## config.mk

```make
export PLATFORM = sky130hd
export DESIGN_NAME = trap_ctrl_flat
export DESIGN_NICKNAME = d
export VERILOG_FILES = /design/src/rtl/trap_ctrl_pkg.sv /design/src/rtl/trap_ctrl_if.sv /design/src/rtl/trap_ctrl_vec_calc.sv /design/src/rtl/trap_ctrl.sv /design/src/flat_wrapper.sv
export SDC_FILE = /design/constraint.sdc
export NUM_CORES = 1
export LEC_CHECK = 0
export ABC_CLOCK_PERIOD_IN_PS = 2100
export BUFFER_PORTS_ARGS = -buffer_cell sky130_fd_sc_hd__buf_2
export CAP_MARGIN = 20
export CELL_PAD_IN_SITES_DETAIL_PLACEMENT = 0
export CELL_PAD_IN_SITES_GLOBAL_PLACEMENT = 1
export CORE_AREA = 2 2 254 256
export DETAILED_ROUTE_END_ITERATION = 8
export DIE_AREA = 0 0 256 258
export PLACE_DENSITY_LB_ADDON = 0.1
export SLEW_MARGIN = 20
export SYNTH_ARGS = -nofsm -noshare
export SYNTH_HDL_FRONTEND = slang
export SYNTH_HIERARCHICAL = 1
export SYNTH_SLANG_ARGS = --single-unit
```

## constraint.sdc

```tcl
create_clock -name clk -period 2.1 [get_ports clk]
set_clock_uncertainty 0.05 [all_clocks]
set_input_delay 0.105 -clock clk [delete_from_list [all_inputs] [get_ports clk]]
set_output_delay 0.105 -clock clk [all_outputs]
set_load 0.03 [all_outputs]
```

## src/rtl/trap_ctrl_pkg.sv

```systemverilog
// trap_ctrl shared definitions: mstatus fields, privilege
// encodings, interrupt causes and the sequencer state type.
package trap_ctrl_pkg;

    localparam int MS_MIE    = 3;
    localparam int MS_MPIE   = 7;
    localparam int MS_MPP_LO = 11;
    localparam int MS_MPP_HI = 12;

    localparam logic [1:0] PRIV_U = 2'b00;
    localparam logic [1:0] PRIV_S = 2'b01;
    localparam logic [1:0] PRIV_M = 2'b11;

    localparam logic [3:0] CAUSE_MTI = 4'd7;
    localparam logic [3:0] CAUSE_MEI = 4'd11;

    localparam logic [1:0] MTVEC_VECTORED = 2'b01;

    typedef enum logic [1:0] {
        ST_IDLE,
        ST_ENTER,
        ST_RETURN,
        ST_REDIRECT
    } trap_state_e;

    // Privilege restored by MRET; the reserved MPP encoding drops to U.
    function automatic logic [1:0] mret_priv(input logic [1:0] mpp);
        logic [1:0] p;
        case (mpp)
            PRIV_M:  p = PRIV_M;
            PRIV_S:  p = PRIV_S;
            default: p = PRIV_U;
        endcase
        return p;
    endfunction

endpackage

```

## src/rtl/trap_ctrl_if.sv

```systemverilog
// trap_ctrl bus: exception/interrupt requests and CSR context in,
// CSR update values, redirect, privilege and stall out.
interface trap_ctrl_if #(
    parameter int XLEN = 64
);
    logic            exc_en;
    logic [3:0]      exc_code;
    logic [XLEN-1:0] exc_val;
    logic [XLEN-1:0] pc_addr;
    logic            mret;
    logic            irq_timer;
    logic            irq_ext;
    logic [XLEN-1:0] mstatus_current;
    logic [XLEN-1:0] mtvec_trap;
    logic [XLEN-1:0] mepc_current;
    logic [1:0]      priv_lvl;

    logic            trap_taken;
    logic            trap_done;
    logic [XLEN-1:0] mepc_next;
    logic [XLEN-1:0] mcause_next;
    logic [XLEN-1:0] mtval_next;
    logic [XLEN-1:0] mstatus_next;
    logic            pc_redirect_en;
    logic [XLEN-1:0] pc_redirect_addr;
    logic [1:0]      priv_lvl_next;
    logic            stall;

    modport master (
        output exc_en, exc_code, exc_val, pc_addr, mret,
        output irq_timer, irq_ext, mstatus_current,
        output mtvec_trap, mepc_current, priv_lvl,
        input  trap_taken, trap_done, mepc_next, mcause_next,
        input  mtval_next, mstatus_next, pc_redirect_en,
        input  pc_redirect_addr, priv_lvl_next, stall
    );

    modport slave (
        input  exc_en, exc_code, exc_val, pc_addr, mret,
        input  irq_timer, irq_ext, mstatus_current,
        input  mtvec_trap, mepc_current, priv_lvl,
        output trap_taken, trap_done, mepc_next, mcause_next,
        output mtval_next, mstatus_next, pc_redirect_en,
        output pc_redirect_addr, priv_lvl_next, stall
    );
endinterface

```

## src/rtl/trap_ctrl_vec_calc.sv

```systemverilog
// Trap vector target: mtvec base, offset by cause*4 only for
// interrupts in vectored mode. Modes 2/3 behave as direct.
module trap_vec_calc
    import trap_ctrl_pkg::*;
#(
    parameter int XLEN   = 64,
    parameter bit VEC_EN = 1'b1
) (
    input  logic [XLEN-1:0] i_mtvec,
    input  logic [3:0]      i_cause,
    input  logic            i_is_int,
    output logic [XLEN-1:0] o_target
);
    logic [XLEN-1:0] w_base;
    logic            w_vectored;

    assign w_base     = i_mtvec & ~XLEN'(3);
    assign w_vectored = VEC_EN && i_is_int
                        && (i_mtvec[1:0] == MTVEC_VECTORED);
    assign o_target   = w_vectored
                        ? w_base + (XLEN'(i_cause) << 2)
                        : w_base;
endmodule

```

## src/rtl/trap_ctrl.sv

```systemverilog
// Trap sequencer: arbitrates exceptions, interrupts and MRET,
// then emits CSR updates, a PC redirect and a pipeline stall.
module trap_ctrl
    import trap_ctrl_pkg::*;
#(
    parameter int         XLEN       = 64,
    parameter bit         VEC_EN     = 1'b1,
    parameter logic [1:0] RESET_PRIV = 2'b11
) (
    input logic        clk,
    input logic        rst,
    trap_ctrl_if.slave bus
);
    trap_state_e     r_state;
    logic            r_trap_taken;
    logic            r_trap_done;
    logic [XLEN-1:0] r_mepc;
    logic [XLEN-1:0] r_mcause;
    logic [XLEN-1:0] r_mtval;
    logic [XLEN-1:0] r_mstatus;
    logic            r_redir_en;
    logic [XLEN-1:0] r_redir_addr;
    logic [XLEN-1:0] r_target;
    logic [1:0]      r_priv;
    logic            r_stall;

    logic            w_int_en;
    logic            w_irq;
    logic [3:0]      w_irq_cause;
    logic [3:0]      w_cause;
    logic            w_is_int;
    logic [XLEN-1:0] w_trap_target;
    logic [XLEN-1:0] w_mst_enter;
    logic [XLEN-1:0] w_mst_ret;
    logic [XLEN-1:0] w_mcause;
    logic [XLEN-1:0] w_mtval;
    logic [1:0]      w_mpp;

    // Interrupts are always live below M; in M they need MIE.
    assign w_int_en    = (bus.priv_lvl != PRIV_M)
                         | bus.mstatus_current[MS_MIE];
    assign w_irq       = w_int_en & (bus.irq_ext | bus.irq_timer);
    assign w_irq_cause = bus.irq_ext ? CAUSE_MEI : CAUSE_MTI;
    assign w_is_int    = ~bus.exc_en & w_irq;
    assign w_cause     = bus.exc_en ? bus.exc_code : w_irq_cause;
    assign w_mpp       = bus.mstatus_current[MS_MPP_HI:MS_MPP_LO];

    assign w_mcause = w_is_int
        ? {1'b1, {(XLEN-5){1'b0}}, w_cause}
        : {{(XLEN-4){1'b0}}, w_cause};
    assign w_mtval  = w_is_int ? '0 : bus.exc_val;

    trap_vec_calc #(
        .XLEN   (XLEN),
        .VEC_EN (VEC_EN)
    ) u_vec (
        .i_mtvec  (bus.mtvec_trap),
        .i_cause  (w_cause),
        .i_is_int (w_is_int),
        .o_target (w_trap_target)
    );

    // mstatus image on trap entry: stack MIE into MPIE, record priv.
    always_comb begin
        w_mst_enter = bus.mstatus_current;
        w_mst_enter[MS_MPIE] = bus.mstatus_current[MS_MIE];
        w_mst_enter[MS_MIE]  = 1'b0;
        w_mst_enter[MS_MPP_HI:MS_MPP_LO] = bus.priv_lvl;
    end

    // mstatus image on MRET: restore MIE, re-arm MPIE, clear MPP.
    always_comb begin
        w_mst_ret = bus.mstatus_current;
        w_mst_ret[MS_MIE]  = bus.mstatus_current[MS_MPIE];
        w_mst_ret[MS_MPIE] = 1'b1;
        w_mst_ret[MS_MPP_HI:MS_MPP_LO] = PRIV_U;
    end

    // Sequencer with registered outputs; pulses last one cycle.
    always_ff @(posedge clk or negedge rst) begin
        if (!rst) begin
            r_state      <= ST_IDLE;
            r_trap_taken <= 1'b0;
            r_trap_done  <= 1'b0;
            r_mepc       <= '0;
            r_mcause     <= '0;
            r_mtval      <= '0;
            r_mstatus    <= '0;
            r_redir_en   <= 1'b0;
            r_redir_addr <= '0;
            r_target     <= '0;
            r_priv       <= RESET_PRIV;
            r_stall      <= 1'b0;
        end else begin
            r_trap_taken <= 1'b0;
            r_trap_done  <= 1'b0;
            r_redir_en   <= 1'b0;
            case (r_state)
                ST_IDLE: begin
                    if (bus.exc_en | w_irq) begin
                        r_trap_taken <= 1'b1;
                        r_mepc    <= bus.pc_addr & ~XLEN'(3);
                        r_mcause  <= w_mcause;
                        r_mtval   <= w_mtval;
                        r_mstatus <= w_mst_enter;
                        r_priv    <= PRIV_M;
                        r_target  <= w_trap_target;
                        r_stall   <= 1'b1;
                        r_state   <= ST_ENTER;
                    end else if (bus.mret) begin
                        r_trap_done <= 1'b1;
                        r_mstatus <= w_mst_ret;
                        r_priv    <= mret_priv(w_mpp);
                        r_target  <= bus.mepc_current & ~XLEN'(3);
                        r_stall   <= 1'b1;
                        r_state   <= ST_RETURN;
                    end else begin
                        r_stall <= 1'b0;
                    end
                end
                ST_ENTER, ST_RETURN: begin
                    r_redir_en   <= 1'b1;
                    r_redir_addr <= r_target;
                    r_state      <= ST_REDIRECT;
                end
                ST_REDIRECT: begin
                    r_stall <= 1'b0;
                    r_state <= ST_IDLE;
                end
                default: begin
                    r_stall <= 1'b0;
                    r_state <= ST_IDLE;
                end
            endcase
        end
    end

    assign bus.trap_taken       = r_trap_taken;
    assign bus.trap_done        = r_trap_done;
    assign bus.mepc_next        = r_mepc;
    assign bus.mcause_next      = r_mcause;
    assign bus.mtval_next       = r_mtval;
    assign bus.mstatus_next     = r_mstatus;
    assign bus.pc_redirect_en   = r_redir_en;
    assign bus.pc_redirect_addr = r_redir_addr;
    assign bus.priv_lvl_next    = r_priv;
    assign bus.stall            = r_stall;
endmodule

```

## src/flat_wrapper.sv

```systemverilog
// flat-port wrapper written by rule: the top's interface ports become plain ports
module trap_ctrl_flat import trap_ctrl_pkg::*;
#(
    parameter int         XLEN       = 64,
    parameter bit         VEC_EN     = 1'b1,
    parameter logic [1:0] RESET_PRIV = 2'b11
)
  (clk, rst, bus_exc_en, bus_exc_code, bus_exc_val, bus_pc_addr, bus_mret, bus_irq_timer, bus_irq_ext, bus_mstatus_current, bus_mtvec_trap, bus_mepc_current, bus_priv_lvl, bus_trap_taken, bus_trap_done, bus_mepc_next, bus_mcause_next, bus_mtval_next, bus_mstatus_next, bus_pc_redirect_en, bus_pc_redirect_addr, bus_priv_lvl_next, bus_stall);
  trap_ctrl_if #(.XLEN(XLEN)) bus_i ();
  input logic clk;
  input logic rst;
  input wire logic [$bits(bus_i.exc_en)-1:0] bus_exc_en;
  input wire logic [$bits(bus_i.exc_code)-1:0] bus_exc_code;
  input wire logic [$bits(bus_i.exc_val)-1:0] bus_exc_val;
  input wire logic [$bits(bus_i.pc_addr)-1:0] bus_pc_addr;
  input wire logic [$bits(bus_i.mret)-1:0] bus_mret;
  input wire logic [$bits(bus_i.irq_timer)-1:0] bus_irq_timer;
  input wire logic [$bits(bus_i.irq_ext)-1:0] bus_irq_ext;
  input wire logic [$bits(bus_i.mstatus_current)-1:0] bus_mstatus_current;
  input wire logic [$bits(bus_i.mtvec_trap)-1:0] bus_mtvec_trap;
  input wire logic [$bits(bus_i.mepc_current)-1:0] bus_mepc_current;
  input wire logic [$bits(bus_i.priv_lvl)-1:0] bus_priv_lvl;
  output wire logic [$bits(bus_i.trap_taken)-1:0] bus_trap_taken;
  output wire logic [$bits(bus_i.trap_done)-1:0] bus_trap_done;
  output wire logic [$bits(bus_i.mepc_next)-1:0] bus_mepc_next;
  output wire logic [$bits(bus_i.mcause_next)-1:0] bus_mcause_next;
  output wire logic [$bits(bus_i.mtval_next)-1:0] bus_mtval_next;
  output wire logic [$bits(bus_i.mstatus_next)-1:0] bus_mstatus_next;
  output wire logic [$bits(bus_i.pc_redirect_en)-1:0] bus_pc_redirect_en;
  output wire logic [$bits(bus_i.pc_redirect_addr)-1:0] bus_pc_redirect_addr;
  output wire logic [$bits(bus_i.priv_lvl_next)-1:0] bus_priv_lvl_next;
  output wire logic [$bits(bus_i.stall)-1:0] bus_stall;
  assign bus_i.exc_en = bus_exc_en;
  assign bus_i.exc_code = bus_exc_code;
  assign bus_i.exc_val = bus_exc_val;
  assign bus_i.pc_addr = bus_pc_addr;
  assign bus_i.mret = bus_mret;
  assign bus_i.irq_timer = bus_irq_timer;
  assign bus_i.irq_ext = bus_irq_ext;
  assign bus_i.mstatus_current = bus_mstatus_current;
  assign bus_i.mtvec_trap = bus_mtvec_trap;
  assign bus_i.mepc_current = bus_mepc_current;
  assign bus_i.priv_lvl = bus_priv_lvl;
  assign bus_trap_taken = bus_i.trap_taken;
  assign bus_trap_done = bus_i.trap_done;
  assign bus_mepc_next = bus_i.mepc_next;
  assign bus_mcause_next = bus_i.mcause_next;
  assign bus_mtval_next = bus_i.mtval_next;
  assign bus_mstatus_next = bus_i.mstatus_next;
  assign bus_pc_redirect_en = bus_i.pc_redirect_en;
  assign bus_pc_redirect_addr = bus_i.pc_redirect_addr;
  assign bus_priv_lvl_next = bus_i.priv_lvl_next;
  assign bus_stall = bus_i.stall;
  trap_ctrl #(.XLEN(XLEN), .VEC_EN(VEC_EN), .RESET_PRIV(RESET_PRIV)) u_core (.clk(clk), .rst(rst), .bus(bus_i));
endmodule
```

Word-level counts from Yosys, hierarchy flattened
Index checks and enable logic that the tools add are counted.
- reduce and logical (&&, ||, !) cells: 7
- multiplexer cells: 23
- equal/unequal tests: 8
- bitwise logic cells: 6
- add/sub/neg operators: 1
- operators with widths (kind ; number):
    64-bit 2-to-1 mux ; 7
    64-bit by 6-bit adder with 64-bit output ; 1
    2-bit 2-to-1 mux ; 4
    4-bit 2-to-1 mux ; 2
    1-bit 2-to-1 mux ; 7
    2-bit by 1-bit equality test with 1-bit output, second input constant ; 3
    2-bit equality test, second input constant ; 3
    2-bit one-hot mux with 3 select lines ; 1
    2-bit one-hot mux with 2 select lines ; 1
    2-bit AND reduction ; 2
    2-bit nonzero test ; 2
    3-bit by 2-bit inequality test with 1-bit output, second input constant ; 1
    1-bit bitwise OR ; 3
    1-bit bitwise AND ; 2
    2-bit logical NOT ; 1
    2-bit inequality test, second input constant ; 1
    1-bit one-hot mux with 2 select lines ; 1
    2-bit OR reduction ; 1
    1-bit logical AND ; 1
    1-bit inverter ; 1
- output and inout bits: 326
- logic and storage cells: 57
- register bits: 390
- bits of input ports: 332

Depth between registers and ports, before layout
Gate-level depths: netlist (run 1).
- word-level depth: 7
- gate-level depth with buffers: 12
- gate-level depth less buffers: 10

Modules after synthesis
The synthesis (run 1) kept the hierarchy.
- by module, submodules not included (module ; instances ; cells an instance ; area each (µm²) ; sequential area each (µm²)):
    trap_ctrl ; 1 ; 1026 ; 13795.7 ; 8285.4
    trap_vec_calc ; 1 ; 229 ; 1557.7 ; 0.0

Worst setup path before layout (run 1)
OpenSTA, ideal clock, no wires.
- kind: in2reg
- from: in bus_exc_en
- to: reg u_core.r_target[61]
- path buffers: 1
- arrival time: 2353 ps
- library setup time: 141 ps
- required time: 1909 ps
- slack: -444 ps
- cell stages on the path: 10
- cell sequence: buf_2 mux2_2 ha_1 nand3_1 o22ai_1 nand4_2 nor3_1 xor2_1 nor4_1 a221oi_1
- elaborated cells on any way between the ends: 10
- those cells by class: 1 x add/sub; 3 x mux; 3 x bitwise; 3 x reduce/logical
- RTL lines (what ; line ; source):
    start, declared ; flat_wrapper.sv:12 ; input wire logic [$bits(bus_i.exc_en)-1:0] bus_exc_en;
    4-bit 2-to-1 mux ; trap_ctrl.sv:45 ; assign w_cause = bus.exc_en ? bus.exc_code : w_irq_cause;
    named net u_core.w_cause[3] ; trap_ctrl.sv:30 ; logic [3:0] w_cause;
    64-bit by 6-bit adder with 64-bit output ; trap_ctrl_vec_calc.sv:21 ; ? w_base + (XLEN'(i_cause) << 2)
    64-bit 2-to-1 mux ; trap_ctrl_vec_calc.sv:21 ;
    named net u_core.w_trap_target[61] ; trap_ctrl.sv:32 ; logic [XLEN-1:0] w_trap_target;
    64-bit 2-to-1 mux ; trap_ctrl.sv:100 ; if (bus.exc_en | w_irq) begin
    end signal, assigned ; trap_ctrl.sv:107 ; r_target <= w_trap_target;
    end signal, assigned ; trap_ctrl.sv:114 ; r_target <= bus.mepc_current & ~XLEN'(3);
    end, declared ; trap_ctrl.sv:23 ; logic [XLEN-1:0] r_target;
The timed path passes the listed nets, and every way through them passes these cells.
A chain may end at the register's enable or synchronous reset.

Worst setup path after layout (run 1)
- from: in bus_mtvec_trap[22]
- to: reg u_core.r_target[43]
- cells in the longest elaborated chain, start to end: 3
- ends and longest elaborated chain (what ; line ; source):
    start, declared ; flat_wrapper.sv:20 ; input wire logic [$bits(bus_i.mtvec_trap)-1:0] bus_mtvec_trap;
    64-bit by 6-bit adder with 64-bit output ; trap_ctrl_vec_calc.sv:21 ;
    64-bit 2-to-1 mux ; trap_ctrl_vec_calc.sv:21 ;
    named net u_core.w_trap_target[43] ; trap_ctrl.sv:32 ;
    64-bit 2-to-1 mux ; trap_ctrl.sv:100 ;
The timed path passes the listed nets, and every way through them passes these cells.

==> Flow_metrics.wiki, run 1 <==
{| class="wikitable"
! Metric !! Value
|-
| Run status || finished clean
|-
| Nets || 2519
|-
| Number of endpoints with negative hold slack in the final report || 0
|-
| Register clock-pin slew on the reported worst setup and hold paths || 0.06 ns
|-
| Worst setup timing slack at the placement stage || -0.8749 ns
|-
| Count of routing violations after the opening detailed-route iteration || 608
|-
| Pin count of the biggest net entering global routing || 66
|-
| Setup Total Neg Slack || 0 ns
|-
| Hold depth || 4
|-
| Boundary Pins || 658
|-
| Antenna Violating Nets Remaining || 0
|-
| Maximum buffer depth of the clock tree || 3
|-
| Number of remaining DRC errors || 0
|-
| Beginning of the worst register-to-register path || u_core/r_state[0]
|-
| Count of yosys warnings during synthesis || 6
|-
| Share of synthesized registers carrying an async set or reset || 1.000
|-
| Initial antenna violation count || 21
|-
| Number of cells produced by synthesis || 1255
|-
| Initial standard-cell utilization of the core || 0.2412
|-
| Post-Route WL || 63150 µm
|-
| Transition at the pin with the smallest max-transition slack || 0.5833 ns
|-
| Capture point of the worst reg-to-reg path || u_core/bus.mepc_next[55]
|-
| Final number of max-transition violations || 0
|-
| Std-Cell Rows || 93
|-
| Final worst-path setup slack || 0.1512 ns
|-
| Std-Cell Core Area || 63650 µm²
|-
| Multi-input gate area in the final layout || 6406 µm²
|-
| P_leak || 11.46 nW
|-
| Reg2reg setup slack || 0.18 ns
|-
| Category of the most critical setup path || in -> reg
|-
| Die footprint || 66050 µm²
|-
| Filler cell count || 6479
|-
| Clk sink count || 331
|-
| Netlist cell types || 58
|-
| Horizontal die dimension || 256 µm
|-
| Commonest cells after routing, fill and taps aside || sky130_fd_sc_hd__buf_2, sky130_fd_sc_hd__dfrtp_1, sky130_fd_sc_hd__dlygate4sd3_1, sky130_fd_sc_hd__mux2_2, sky130_fd_sc_hd__nor2_1
|-
| Wire length of the first global-routing pass || 94140 µm
|-
| Master cell of the clock root buffer || sky130_fd_sc_hd__clkbuf_16
|-
| Hold path endpoint || u_core/r_target[31]
|-
| Final worst path period need || 1.949 ns
|-
| EDFF count, synth || 0
|-
| Number of cells after detailed placement || 2715
|-
| Share of layout cells above drive strength 1 || 0.4550
|-
| Start point of the critical path || bus_mtvec_trap[22]
|-
| Number of CTS-inserted buffers || 43
|-
| Number of max-cap violations || 0
|-
| Power Density || 1521 nW/µm²
|-
| Vias post-DR || 13360
|-
| Area grow syn2layout || 57.10%
|-
| Worst hold path type || in -> reg
|-
| RePlAce Congestion || 0.8558
|-
| Worst reg-to-reg path cell count || 6
|-
| 1st-pass router iterations || 4
|-
| Crit end category || flop
|-
| RSZ-0062 raised after global routing || true
|-
| Die boundary height || 258 µm
|-
| Achievable clock frequency || 0.5131 GHz
|-
| TritonCTS clock tree || built
|-
| Data arrival time of the critical path || 2.32 ns
|-
| Number of global-route vias before repair || 14140
|-
| Dominant synthesized flop cell || sky130_fd_sc_hd__dfrtp_1
|-
| Global route overflow || 0
|-
| Number of flip-flops and latches in the synthesized netlist || 331
|-
| Number of setup violations in the final report || 0
|-
| Critical path required time || 2.48 ns
|-
| Peak supply drop || 851.1 µV
|-
| Worst skew pair latency || 0.56 ns
|-
| Avg WL per Cell || 20.57 µm
|-
| Critical hold path startpoint || bus_mtvec_trap[31]
|-
| Relative slew slack || 0.6094
|-
| Most common cell after layout, fill and taps aside || sky130_fd_sc_hd__buf_2
|-
| Critical path fanouts, max || 9
|-
| Part of the Yosys area used for sequential elements || 0.5396
|-
| Maximum level of the CTS H-tree || 2
|-
| Layout Utilization || 0.3790
|-
| Register cell area after layout || 8285 µm²
|-
| Avg Cell Area, Syn || 12.23 µm²
|-
| Critical Path Start Type || input pin
|-
| Vias per cell || 4.351
|-
| Estimated wirelength of the detail-placed design || 46770 µm
|-
| All-Layer GR Usage || 0.1870
|-
| Port buffer count || 592
|-
| Area of the mapped netlist || 15350 µm²
|-
| Tcrit/Tclk final || 0.9280
|-
| Final cell count without fillers || 3070
|}
through the flow:
stage	area, µm²	power, mW	hold slack, ns
after floorplan	15710	23.05	-0.2406
after global placement	19880	29.22	0.01745
after detailed placement	19880	29.32	0.02501
after CTS	24000	37.34	0.002511
after global routing	24120	38.81	0.03238
final	24120	36.70	0.005894
layout make-up:
| cell class | count | area share |
|---|---|---|
| antenna | 4 | 0.0004150 |
| multi-input combinational | 767 | 0.2656 |
| tap | 855 | 0.04435 |
| sequential | 331 | 0.3435 |
| inverter | 76 | 0.01188 |
| clock inverter | 12 | 0.004409 |
| timing repair buffer | 960 | 0.2764 |
| clock buffer | 65 | 0.05348 |
critical path: stages:
cell and delay (ns):
sky130_fd_sc_hd__dlygate4sd3_1 0.52, sky130_fd_sc_hd__buf_2 0.15, sky130_fd_sc_hd__nand3_2 0.11, sky130_fd_sc_hd__nor4_4 0.31
sky130_fd_sc_hd__buf_4 0.18, sky130_fd_sc_hd__nand4_4 0.19, sky130_fd_sc_hd__nor2_1 0.18, sky130_fd_sc_hd__xnor2_1 0.11
sky130_fd_sc_hd__nor4_2 0.36, sky130_fd_sc_hd__a221oi_1 0.10
synth_stat cells, types with 3 or more instances:
cell type,number,area (µm²)
sky130_fd_sc_hd__inv_1,75,281.5
sky130_fd_sc_hd__ha_1,7,87.58
sky130_fd_sc_hd__xnor2_1,25,219.0
sky130_fd_sc_hd__buf_1,9,33.78
sky130_fd_sc_hd__clkbuf_1,40,150.1
sky130_fd_sc_hd__a21oi_1,5,25.02
sky130_fd_sc_hd__nor2_1,96,360.4
sky130_fd_sc_hd__mux2_4,58,870.8
sky130_fd_sc_hd__o21ai_0,4,20.02
sky130_fd_sc_hd__nor3_1,10,50.05
sky130_fd_sc_hd__and2_1,3,18.77
sky130_fd_sc_hd__a221oi_1,63,551.8
sky130_fd_sc_hd__buf_6,8,90.09
sky130_fd_sc_hd__o22a_1,4,35.03
sky130_fd_sc_hd__nor4_1,67,419.2
sky130_fd_sc_hd__nor3_2,7,70.07
sky130_fd_sc_hd__buf_2,21,105.1
sky130_fd_sc_hd__nand2_1,37,138.9
sky130_fd_sc_hd__xor2_1,35,306.5
sky130_fd_sc_hd__a22o_1,68,595.6
sky130_fd_sc_hd__nand3_1,19,95.09
sky130_fd_sc_hd__dfrtp_1,329,8233
sky130_fd_sc_hd__and3_1,7,43.79
sky130_fd_sc_hd__buf_4,63,473.0
sky130_fd_sc_hd__nand4_1,19,118.9
sky130_fd_sc_hd__nor4_4,4,85.08
sky130_fd_sc_hd__mux2_2,131,1475
power breakdown:
part           internal (mW)  leakage [nW]  switching, mW  total, mW
combinational           7.34          6.89           11.0       18.4
clock                   4.36         0.690           2.94       7.30
sequential              9.54          3.87           1.51       11.0
kinds of logic (layout without fill, tap and decap cells):
group / count (synthesis) / in the layout / share of synthesized area
flip-flops: 331 / 331 / 0.5396
AND/OR/NAND/NOR: 290 / 290 / 0.1040
buffers and inverters: 218 / 1113 / 0.07497
multiplexers: 189 / 189 / 0.1528
AO/OA/AOI/OAI: 157 / 157 / 0.08687
XOR/XNOR: 60 / 60 / 0.03423
adder cells (fa/ha/maj): 8 / 8 / 0.007008
other: 2 / 67 / 0.0004891
sequential cells by signal, indices dropped and copies added (netlist names):
| signal | flops |
|---|---|
| u_core/bus.pc_redirect_addr | 64 |
| u_core/r_target | 64 |
| u_core/bus.priv_lvl_next | 2 |
| u_core/bus.pc_redirect_en | 1 |
| u_core/bus.stall | 1 |
| u_core/bus.mtval_next | 64 |
| u_core/bus.trap_taken | 1 |
| u_core/r_state | 2 |
| u_core/bus.mstatus_next | 64 |
| u_core/bus.mcause_next | 5 |
| u_core/bus.mepc_next | 62 |
| u_core/bus.trap_done | 1 |
per-layer routing:
layer	wire [µm]	track usage	up-vias	part of all wire
met5	153	0	-	0.0024
met4	1798	0.05962	26	0.028
met3	4634	0.06282	104	0.073
met2	30930	0.3171	415	0.49
met1	25630	0.2234	6556	0.41
li1	-	-	6256	-
worst max-delay path by stage:
| stage | endpoint | slack [ns] | cells past startpoint |
|---|---|---|---|
| 2_1_floorplan | u_core/r_target[53] | -0.05 | 10 |
| 3_3_place_gp | u_core/r_target[56] | -0.89 | 13 |
| 3_5_place_dp | u_core/r_target[56] | -0.87 | 14 |
| 4_1_cts | u_core/r_target[56] | 0.02 | 9 |
| 5_1_grt | u_core/r_target[62] | -0.03 | 9 |
| 6_report | u_core/r_target[43] | 0.15 | 10 |
repair_timing:
| item | in CTS | in global routing |
|---|---|---|
| hold buffers | 269 | 0 |
| pin swaps | 0 | 8 |
| setup endpoints to repair | 12 | 31 |
| endpoints found under the hold margin | 590 | 0 |
| gates resized for setup | 5 | 14 |
| buffers inserted | 0 | 5 |
No activity file was read; power rests on OpenSTA's default activity.
==> run 2: changes to the inputs <==
--- a/config.mk
+++ b/config.mk
@@ -10,12 +10,11 @@
 export CAP_MARGIN = 20
 export CELL_PAD_IN_SITES_DETAIL_PLACEMENT = 0
 export CELL_PAD_IN_SITES_GLOBAL_PLACEMENT = 1
-export CORE_AREA = 2 2 254 256
+export CORE_AREA = 2 2 255 257
 export DETAILED_ROUTE_END_ITERATION = 8
-export DIE_AREA = 0 0 256 258
+export DIE_AREA = 0 0 257 259
 export PLACE_DENSITY_LB_ADDON = 0.1
 export SLEW_MARGIN = 20
 export SYNTH_ARGS = -nofsm -noshare
 export SYNTH_HDL_FRONTEND = slang
-export SYNTH_HIERARCHICAL = 1
 export SYNTH_SLANG_ARGS = --single-unit
==> Flow_metrics.wiki, run 2 <==
{| class="wikitable"
! Metric !! Value
|-
| Run status || finished clean (unchanged)
|-
| Share of layout cells above drive strength 1 || 0.3323 (was 0.4550)
|-
| Critical path required time || 2.54 ns (was 2.48 ns)
|-
| Register clock-pin slew on the reported worst setup and hold paths || 0.06 ns (about the same)
|-
| Biggest area contributors in the synthesized netlist || sky130_fd_sc_hd__dfrtp_1, sky130_fd_sc_hd__nand2_1, sky130_fd_sc_hd__mux2_2 (was sky130_fd_sc_hd__dfrtp_1, sky130_fd_sc_hd__mux2_2, sky130_fd_sc_hd__mux2_4)
|-
| Worst setup timing slack at the placement stage || -0.3145 ns (was -0.8749 ns)
|-
| RSZ-0062 raised after global routing || false (was true)
|-
| Boundary Pins || 658 (unchanged)
|-
| Maximum level of the CTS H-tree || 2 (unchanged)
|-
| Number of CTS-inserted buffers || 42 (was 43)
|-
| Avg WL per Cell || 18.85 µm (was 20.57 µm)
|-
| Synth area leader || sky130_fd_sc_hd__dfrtp_1 (unchanged)
|-
| RePlAce Congestion || 0.7932 (was 0.8558)
|-
| Number of global-route vias before repair || 15310 (was 14140)
|-
| Overall power of the completed layout || 34.75 mW (was 36.70 mW)
|-
| 1st-pass router iterations || 5 (was 4)
|-
| Die boundary height || 259 µm (was 258 µm)
|-
| Category of the most critical setup path || in -> reg (unchanged)
|-
| Most common library cells after synthesis || sky130_fd_sc_hd__nand2_1, sky130_fd_sc_hd__dfrtp_1, sky130_fd_sc_hd__nand3_1 (was sky130_fd_sc_hd__dfrtp_1, sky130_fd_sc_hd__mux2_2, sky130_fd_sc_hd__nor2_1)
|-
| Global route overflow || 0 (unchanged)
|-
| Part of the Yosys area used for sequential elements || 0.5583 (was 0.5396)
|-
| Worst hold path type || in -> async (was in -> reg)
|-
| Number of remaining DRC errors || 0 (unchanged)
|-
| Relative slew slack || 0.5121 (was 0.6094)
|-
| Crit end category || flop (unchanged)
|-
| Beginning of the worst register-to-register path || u_core.r_state[0] (was u_core/r_state[0])
|-
| Worst reg-to-reg path cell count || 6 (unchanged)
|-
| Count of yosys warnings during synthesis || 0 (was 6)
|-
| Dominant synthesized flop cell || sky130_fd_sc_hd__dfrtp_1 (unchanged)
|-
| Most common cell after layout, fill and taps aside || sky130_fd_sc_hd__buf_2 (unchanged)
|-
| Count of routing violations after the opening detailed-route iteration || 552 (was 608)
|-
| Initial antenna violation count || 16 (was 21)
|-
| Commonest cells after routing, fill and taps aside || sky130_fd_sc_hd__buf_2, sky130_fd_sc_hd__nand2_1, sky130_fd_sc_hd__dfrtp_1, sky130_fd_sc_hd__dlygate4sd3_1, sky130_fd_sc_hd__nand3_1 (was sky130_fd_sc_hd__buf_2, sky130_fd_sc_hd__dfrtp_1, sky130_fd_sc_hd__dlygate4sd3_1, sky130_fd_sc_hd__mux2_2, sky130_fd_sc_hd__nor2_1)
|-
| Final cell count without fillers || 3369 (was 3070)
|-
| Layout Utilization || 0.3719 (was 0.3790)
|-
| Cell with the most instances after synthesis || sky130_fd_sc_hd__nand2_1 (was sky130_fd_sc_hd__dfrtp_1)
|-
| Std-Cell Core Area || 63880 µm² (was 63650 µm²)
|-
| Die footprint || 66560 µm² (was 66050 µm²)
|-
| Critical Path Start Type || input pin (unchanged)
|-
| Estimated wirelength of the detail-placed design || 47010 µm (was 46770 µm)
|-
| Post-Route WL || 63510 µm (was 63150 µm)
|-
| Final worst path period need || 1.997 ns (was 1.949 ns)
|-
| TritonCTS clock tree || built (unchanged)
|-
| Start point of the critical path || bus_mtvec_trap[41] (was bus_mtvec_trap[22])
|-
| P_leak || 11.99 nW (was 11.46 nW)
|-
| Number of setup violations in the final report || 0 (unchanged)
|-
| Number of cells produced by synthesis || 1529 (was 1255)
|-
| Maximum buffer depth of the clock tree || 3 (unchanged)
|-
| Data arrival time of the critical path || 2.44 ns (was 2.32 ns)
|-
| Number of endpoints with negative hold slack in the final report || 0 (unchanged)
|-
| Final number of max-transition violations || 0 (unchanged)
|-
| Power Density || 1463 nW/µm² (was 1521 nW/µm²)
|-
| Number of flip-flops and latches in the synthesized netlist || 327 (was 331)
|-
| Master cell of the clock root buffer || sky130_fd_sc_hd__clkbuf_16 (unchanged)
|-
| Achievable clock frequency || 0.5009 GHz (was 0.5131 GHz)
|-
| Peak supply drop || 704.6 µV (was 851.1 µV)
|-
| Clk sink count || 327 (was 331)
|-
| Filler cell count || 6617 (was 6479)
|-
| Horizontal die dimension || 257 µm (was 256 µm)
|-
| Wire length of the first global-routing pass || 95530 µm (was 94140 µm)
|-
| Std-Cell Rows || 93 (unchanged)
|-
| Nets || 2816 (was 2519)
|-
| Worst skew pair latency || 0.57 ns (was 0.56 ns)
|-
| Share of synthesized registers carrying an async set or reset || 1.000 (unchanged)
|-
| Vias per cell || 4.246 (was 4.351)
|-
| Final worst-path setup slack || 0.1034 ns (was 0.1512 ns)
|-
| Netlist cell types || 58 (unchanged)
|-
| Port buffer count || 590 (was 592)
|-
| Avg Cell Area, Syn || 9.588 µm² (was 12.23 µm²)
|-
| Antenna Violating Nets Remaining || 0 (unchanged)
|-
| Area of the mapped netlist || 14660 µm² (was 15350 µm²)
|-
| Number of cells after detailed placement || 2968 (was 2715)
|-
| Tcrit/Tclk final || 0.9507 (was 0.9280)
|-
| Area grow syn2layout || 62.07% (was 57.10%)
|-
| Pin count of the biggest net entering global routing || 98 (was 66)
|-
| EDFF count, synth || 0 (unchanged)
|-
| Final-layout worst hold slack || 0.04174 ns (was 0.005894 ns)
|-
| Transition at the pin with the smallest max-transition slack || 0.7318 ns (was 0.5833 ns)
|-
| Initial standard-cell utilization of the core || 0.2295 (was 0.2412)
|-
| Number of max-cap violations || 0 (unchanged)
|-
| Proportion of netlist area held by the largest area contributor || 0.5547 (was 0.5362)
|-
| Critical path fanouts, max || 5 (was 9)
|-
| Vias post-DR || 14310 (was 13360)
|-
| All-Layer GR Usage || 0.1867 (was 0.1870)
|}
run 2: cell count changes after synthesis, moves of 29 or more:
cell	previous run	this run
sky130_fd_sc_hd__a22o_1	68	4
sky130_fd_sc_hd__mux2_4	58	0
sky130_fd_sc_hd__mux2_2	131	64
sky130_fd_sc_hd__a22oi_1	0	29
sky130_fd_sc_hd__nor4_1	67	6
sky130_fd_sc_hd__nand3_1	19	85
sky130_fd_sc_hd__inv_1	75	14
sky130_fd_sc_hd__nor2_1	96	38
sky130_fd_sc_hd__nand2_1	37	543
sky130_fd_sc_hd__a221oi_1	63	0
run 2: critical path, stage by stage:
cell,delay (ns)
sky130_fd_sc_hd__dlygate4sd3_1,0.56
sky130_fd_sc_hd__buf_2,0.18
sky130_fd_sc_hd__and4_1,0.27
sky130_fd_sc_hd__nand4_1,0.31
sky130_fd_sc_hd__or3_1,0.50
sky130_fd_sc_hd__or4_1,0.42
sky130_fd_sc_hd__nand3b_1,0.10
run 2: area by class of cell:
cell class                      count  area, µm²  share of cell area
Sequential cell                   327       8185              0.3445
Timing Repair Buffer              990       7079              0.2979
Multi-Input combinational cell   1101       5987              0.2520
Clock buffer                       65       1291             0.05434
Tap cell                          855       1070             0.04502
Clock inverter                     10      77.57            0.003265
Inverter                           14      52.55            0.002212
Antenna cell                        7      17.52           0.0007372
run 2: per-stage QoR:
stage / TNS (ns) / instance area [µm²]
CTS: 0 / 23700
floorplan: -0.07949 / 14990
global route: 0 / 23760
global placement: -9.224 / 19150
detailed placement: -10.23 / 19150
finish: 0 / 23760
run 2: repair_timing:
item                       4_1_cts  5_1_grt
hold buffers                   318        0
hold endpoints to repair       570        0
resized for setup                0        6
buffers inserted                 0        2
setup endpoints to repair        0       11
run 2: worst paths after layout:
check	endpoint	slack, ns
min in group clk	u_core.r_state[0]	0.05
setup / recovery	u_core.r_target[47]	0.10
hold / removal	u_core.bus.pc_redirect_addr[16]	0.04
hold reg to reg	u_core.bus.mtval_next[53]	0.41
max in group asynchronous	u_core.bus.mtval_next[43]	1.12
setup reg to reg	u_core.bus.mstatus_next[11]	0.28
run 2: report_power, final:
part	internal (mW)	total [mW]	switching (mW)	leakage, nW
Sequential	9.31	10.9	1.56	4.02
Combinational	5.70	16.6	10.9	7.29
Clock	4.33	7.24	2.90	0.678
Total	19.3	34.8	15.4	12.0
run 2: kinds of logic (layout without fill, tap and decap cells):
| kind of cell | Yosys count | count (layout) | synth area share |
|---|---|---|---|
| AND/OR/NAND/NOR | 755 | 755 | 0.2224 |
| flip-flops | 327 | 327 | 0.5583 |
| other | 1 | 70 | 0.0002558 |
| adder cells (fa/ha/maj) | 8 | 8 | 0.007340 |
| buffers and inverters | 163 | 1079 | 0.05991 |
| multiplexers | 71 | 71 | 0.05394 |
| AO/OA/AOI/OAI | 152 | 152 | 0.06674 |
| XOR/XNOR | 52 | 52 | 0.03107 |
run 2: metal layers:
layer	GRT usage	share of wire	vias up
li1	-	-	6865
met1	0.2293	0.42	6889
met2	0.3169	0.48	428
met3	0.05907	0.072	103
met4	0.04780	0.023	20
met5	0	0.0021	-
==> run 3: changes to the inputs <==
--- a/config.mk
+++ b/config.mk
@@ -8,11 +8,11 @@
 export ABC_CLOCK_PERIOD_IN_PS = 2100
 export BUFFER_PORTS_ARGS = -buffer_cell sky130_fd_sc_hd__buf_2
 export CAP_MARGIN = 20
-export CELL_PAD_IN_SITES_DETAIL_PLACEMENT = 0
-export CELL_PAD_IN_SITES_GLOBAL_PLACEMENT = 1
-export CORE_AREA = 2 2 255 257
+export CELL_PAD_IN_SITES_DETAIL_PLACEMENT = 2
+export CELL_PAD_IN_SITES_GLOBAL_PLACEMENT = 2
+export CORE_AREA = 2 2 258 260
 export DETAILED_ROUTE_END_ITERATION = 8
-export DIE_AREA = 0 0 257 259
+export DIE_AREA = 0 0 260 262
 export PLACE_DENSITY_LB_ADDON = 0.1
 export SLEW_MARGIN = 20
 export SYNTH_ARGS = -nofsm -noshare
==> Flow_metrics.wiki, run 3 (synthesis results as in run 2) <==
{| class="wikitable"
! Metric !! Value
|-
| Avg WL per Cell || 20.96 µm (was 18.85 µm)
|-
| Critical path required time || 2.56 ns (was 2.54 ns)
|-
| Final worst path period need || 1.976 ns (was 1.997 ns)
|-
| P_leak || 12.10 nW (was 11.99 nW)
|-
| Relative slew slack || 0.4980 (was 0.5121)
|-
| Peak supply drop || 656.3 µV (was 704.6 µV)
|-
| Crit end category || flop (unchanged)
|-
| Critical Path Start Type || flop (was input pin)
|-
| Part of the power in registers || 0.304 (was 0.313)
|-
| Transition at the pin with the smallest max-transition slack || 0.7531 ns (was 0.7318 ns)
|-
| Switch share || 0.4464 (was 0.4435)
|-
| Worst skew pair latency || 0.57 ns (about the same)
|-
| Antenna Violating Nets Remaining || 0 (unchanged)
|-
| Final standard cell area without fillers || 24040 µm² (was 23760 µm²)
|-
| Share of total power in the clock network || 0.216 (was 0.208)
|-
| Port buffer count || 590 (unchanged)
|-
| RSZ-0062 raised after global routing || false (unchanged)
|-
| Final number of max-transition violations || 0 (unchanged)
|-
| Setup Total Neg Slack || 0 ns (unchanged)
|-
| Run status || finished clean (unchanged)
|-
| P_int || 19.86 mW (was 19.34 mW)
|-
| Grt met2 use || 0.3692 (was 0.3169)
|-
| RePlAce Congestion || 0.7816 (was 0.7932)
|-
| Critical path fanouts, max || 21 (was 5)
|-
| Category of the most critical setup path || reg -> reg (was in -> reg)
|-
| Maximum buffer depth of the clock tree || 3 (unchanged)
|-
| Commonest cells after routing, fill and taps aside || sky130_fd_sc_hd__buf_2, sky130_fd_sc_hd__nand2_1, sky130_fd_sc_hd__dfrtp_1, sky130_fd_sc_hd__dlygate4sd3_1, sky130_fd_sc_hd__nand3_1 (unchanged)
|-
| Power Density || 1492 nW/µm² (was 1463 nW/µm²)
|-
| Count of routing violations after the opening detailed-route iteration || 546 (was 552)
|-
| Filler cell count || 7234 (was 6617)
|-
| Estimated wirelength of the detail-placed design || 51670 µm (was 47010 µm)
|-
| Number of endpoints with negative hold slack in the final report || 0 (unchanged)
|-
| Net switching power || 16.01 mW (was 15.41 mW)
|-
| Worst setup timing slack at the placement stage || -0.4973 ns (was -0.3145 ns)
|-
| Vias per cell || 4.341 (was 4.246)
|-
| Horizontal die dimension || 260 µm (was 257 µm)
|-
| 1st-pass router iterations || 4 (was 5)
|-
| Die boundary height || 262 µm (was 259 µm)
|-
| All-Layer GR Usage || 0.2047 (was 0.1867)
|-
| Master cell of the clock root buffer || sky130_fd_sc_hd__clkbuf_16 (unchanged)
|-
| Global route overflow || 0 (unchanged)
|-
| Layout Utilization || 0.3683 (was 0.3719)
|-
| Vias post-DR || 14730 (was 14310)
|-
| Std-Cell Core Area || 65280 µm² (was 63880 µm²)
|-
| Comb pwr share || 0.481 (was 0.479)
|-
| Tcrit/Tclk final || 0.9409 (was 0.9507)
|-
| Boundary Pins || 658 (unchanged)
|-
| Number of setup violations in the final report || 0 (unchanged)
|-
| Final cell count without fillers || 3394 (was 3369)
|-
| Overall power of the completed layout || 35.87 mW (was 34.75 mW)
|-
| Worst hold path type || in -> reg (was in -> async)
|-
| Global routing usage on met3 || 0.05777 (was 0.05907)
|-
| Final-layout worst hold slack || 0.07263 ns (was 0.04174 ns)
|-
| Final worst-path setup slack || 0.1240 ns (was 0.1034 ns)
|-
| Initial standard-cell utilization of the core || 0.2246 (was 0.2295)
|-
| Area grow syn2layout || 63.98% (was 62.07%)
|-
| Most crowded layer after global routing || met2 (unchanged)
|-
| Number of max-cap violations || 0 (unchanged)
|-
| Routing usage on met1 || 0.2420 (was 0.2293)
|-
| Placed cell area || 19290 µm² (was 19150 µm²)
|-
| Most common cell after layout, fill and taps aside || sky130_fd_sc_hd__buf_2 (unchanged)
|-
| Share of layout cells above drive strength 1 || 0.3377 (was 0.3323)
|-
| Std-Cell Rows || 94 (was 93)
|-
| Die footprint || 68120 µm² (was 66560 µm²)
|-
| Clk sink count || 327 (unchanged)
|-
| TritonCTS clock tree || built (unchanged)
|-
| Number of cells after detailed placement || 2988 (was 2968)
|-
| Pin count of the biggest net entering global routing || 125 (was 98)
|-
| Maximum level of the CTS H-tree || 2 (unchanged)
|-
| Number of global-route vias before repair || 16880 (was 15310)
|-
| Number of remaining DRC errors || 0 (unchanged)
|-
| Nets || 2833 (was 2816)
|-
| Achievable clock frequency || 0.5061 GHz (was 0.5009 GHz)
|-
| Post-Route WL || 71130 µm (was 63510 µm)
|-
| Register clock-pin slew on the reported worst setup and hold paths || 0.06 ns (about the same)
|-
| Number of CTS-inserted buffers || 43 (was 42)
|-
| Wire length of the first global-routing pass || 105900 µm (was 95530 µm)
|-
| Data arrival time of the critical path || 2.44 ns (about the same)
|-
| Initial antenna violation count || 12 (was 16)
|}
==> run 3: what timing repair did <==
action                     in CTS  in global routing
gates resized for setup         1                  6
hold buffers                  320                  0
setup buffers                   0                  4
setup endpoints to repair      63                 43
hold endpoints to repair      564                  0
==> run 3: worst max-delay path, stage by stage (launching register included) <==
cell	delay, ns
sky130_fd_sc_hd__dfrtp_1	0.39
sky130_fd_sc_hd__inv_1	0.19
sky130_fd_sc_hd__ha_4	0.30
sky130_fd_sc_hd__clkinvlp_4	0.20
sky130_fd_sc_hd__nor2_4	0.20
sky130_fd_sc_hd__buf_12	0.22
sky130_fd_sc_hd__buf_12	0.17
sky130_fd_sc_hd__nand2_1	0.11
sky130_fd_sc_hd__nand2_1	0.08
==> run 3: path summary, 6_finish.rpt <==
kind / start / end / slack [ns] / cells after the start
setup / recovery: u_core.r_state[0] / u_core.bus.mstatus_next[29] / 0.12 / 8
hold / removal: bus_exc_code[1] / u_core.bus.mcause_next[1] / 0.07 / 5
setup reg to reg: u_core.r_state[0] / u_core.bus.mstatus_next[29] / 0.12 / 8
hold reg to reg: u_core.bus.mtval_next[10] / u_core.bus.mtval_next[10] / 0.41 / 2
max in group asynchronous: rst / u_core.r_target[43] / 1.23 / 3
min in group asynchronous: rst / u_core.bus.pc_redirect_addr[17] / 0.08 / 2
==> run 3: power groups by stage <==
stage	combinational, mW	sequential, mW	clock, mW
finish	17.2	10.9	7.74
global route	18.7	11.3	8.27
CTS	17.5	10.9	8.02
detailed placement	16.9	11.0	0
global placement	16.6	10.8	0
floorplan	6.01	15.2	0
==> run 3: area by class of cell <==
cell class	instances	area, µm²	area share
tap	864	1081	0.04497
clock inverter	16	185.2	0.007703
sequential	327	8185	0.3405
multi-input combinational	1101	5988	0.2491
clock buffer	62	1280	0.05325
antenna	4	10.01	0.0004164
inverter	14	56.30	0.002342
timing repair buffer	1006	7253	0.3017
==> run 3: routing by layer <==
metal  part of all wire  up-vias
met3              0.070       82
met1               0.40     7358
met4              0.017       16
met2               0.51      405
li1                   -     6872
met5             0.0015        -
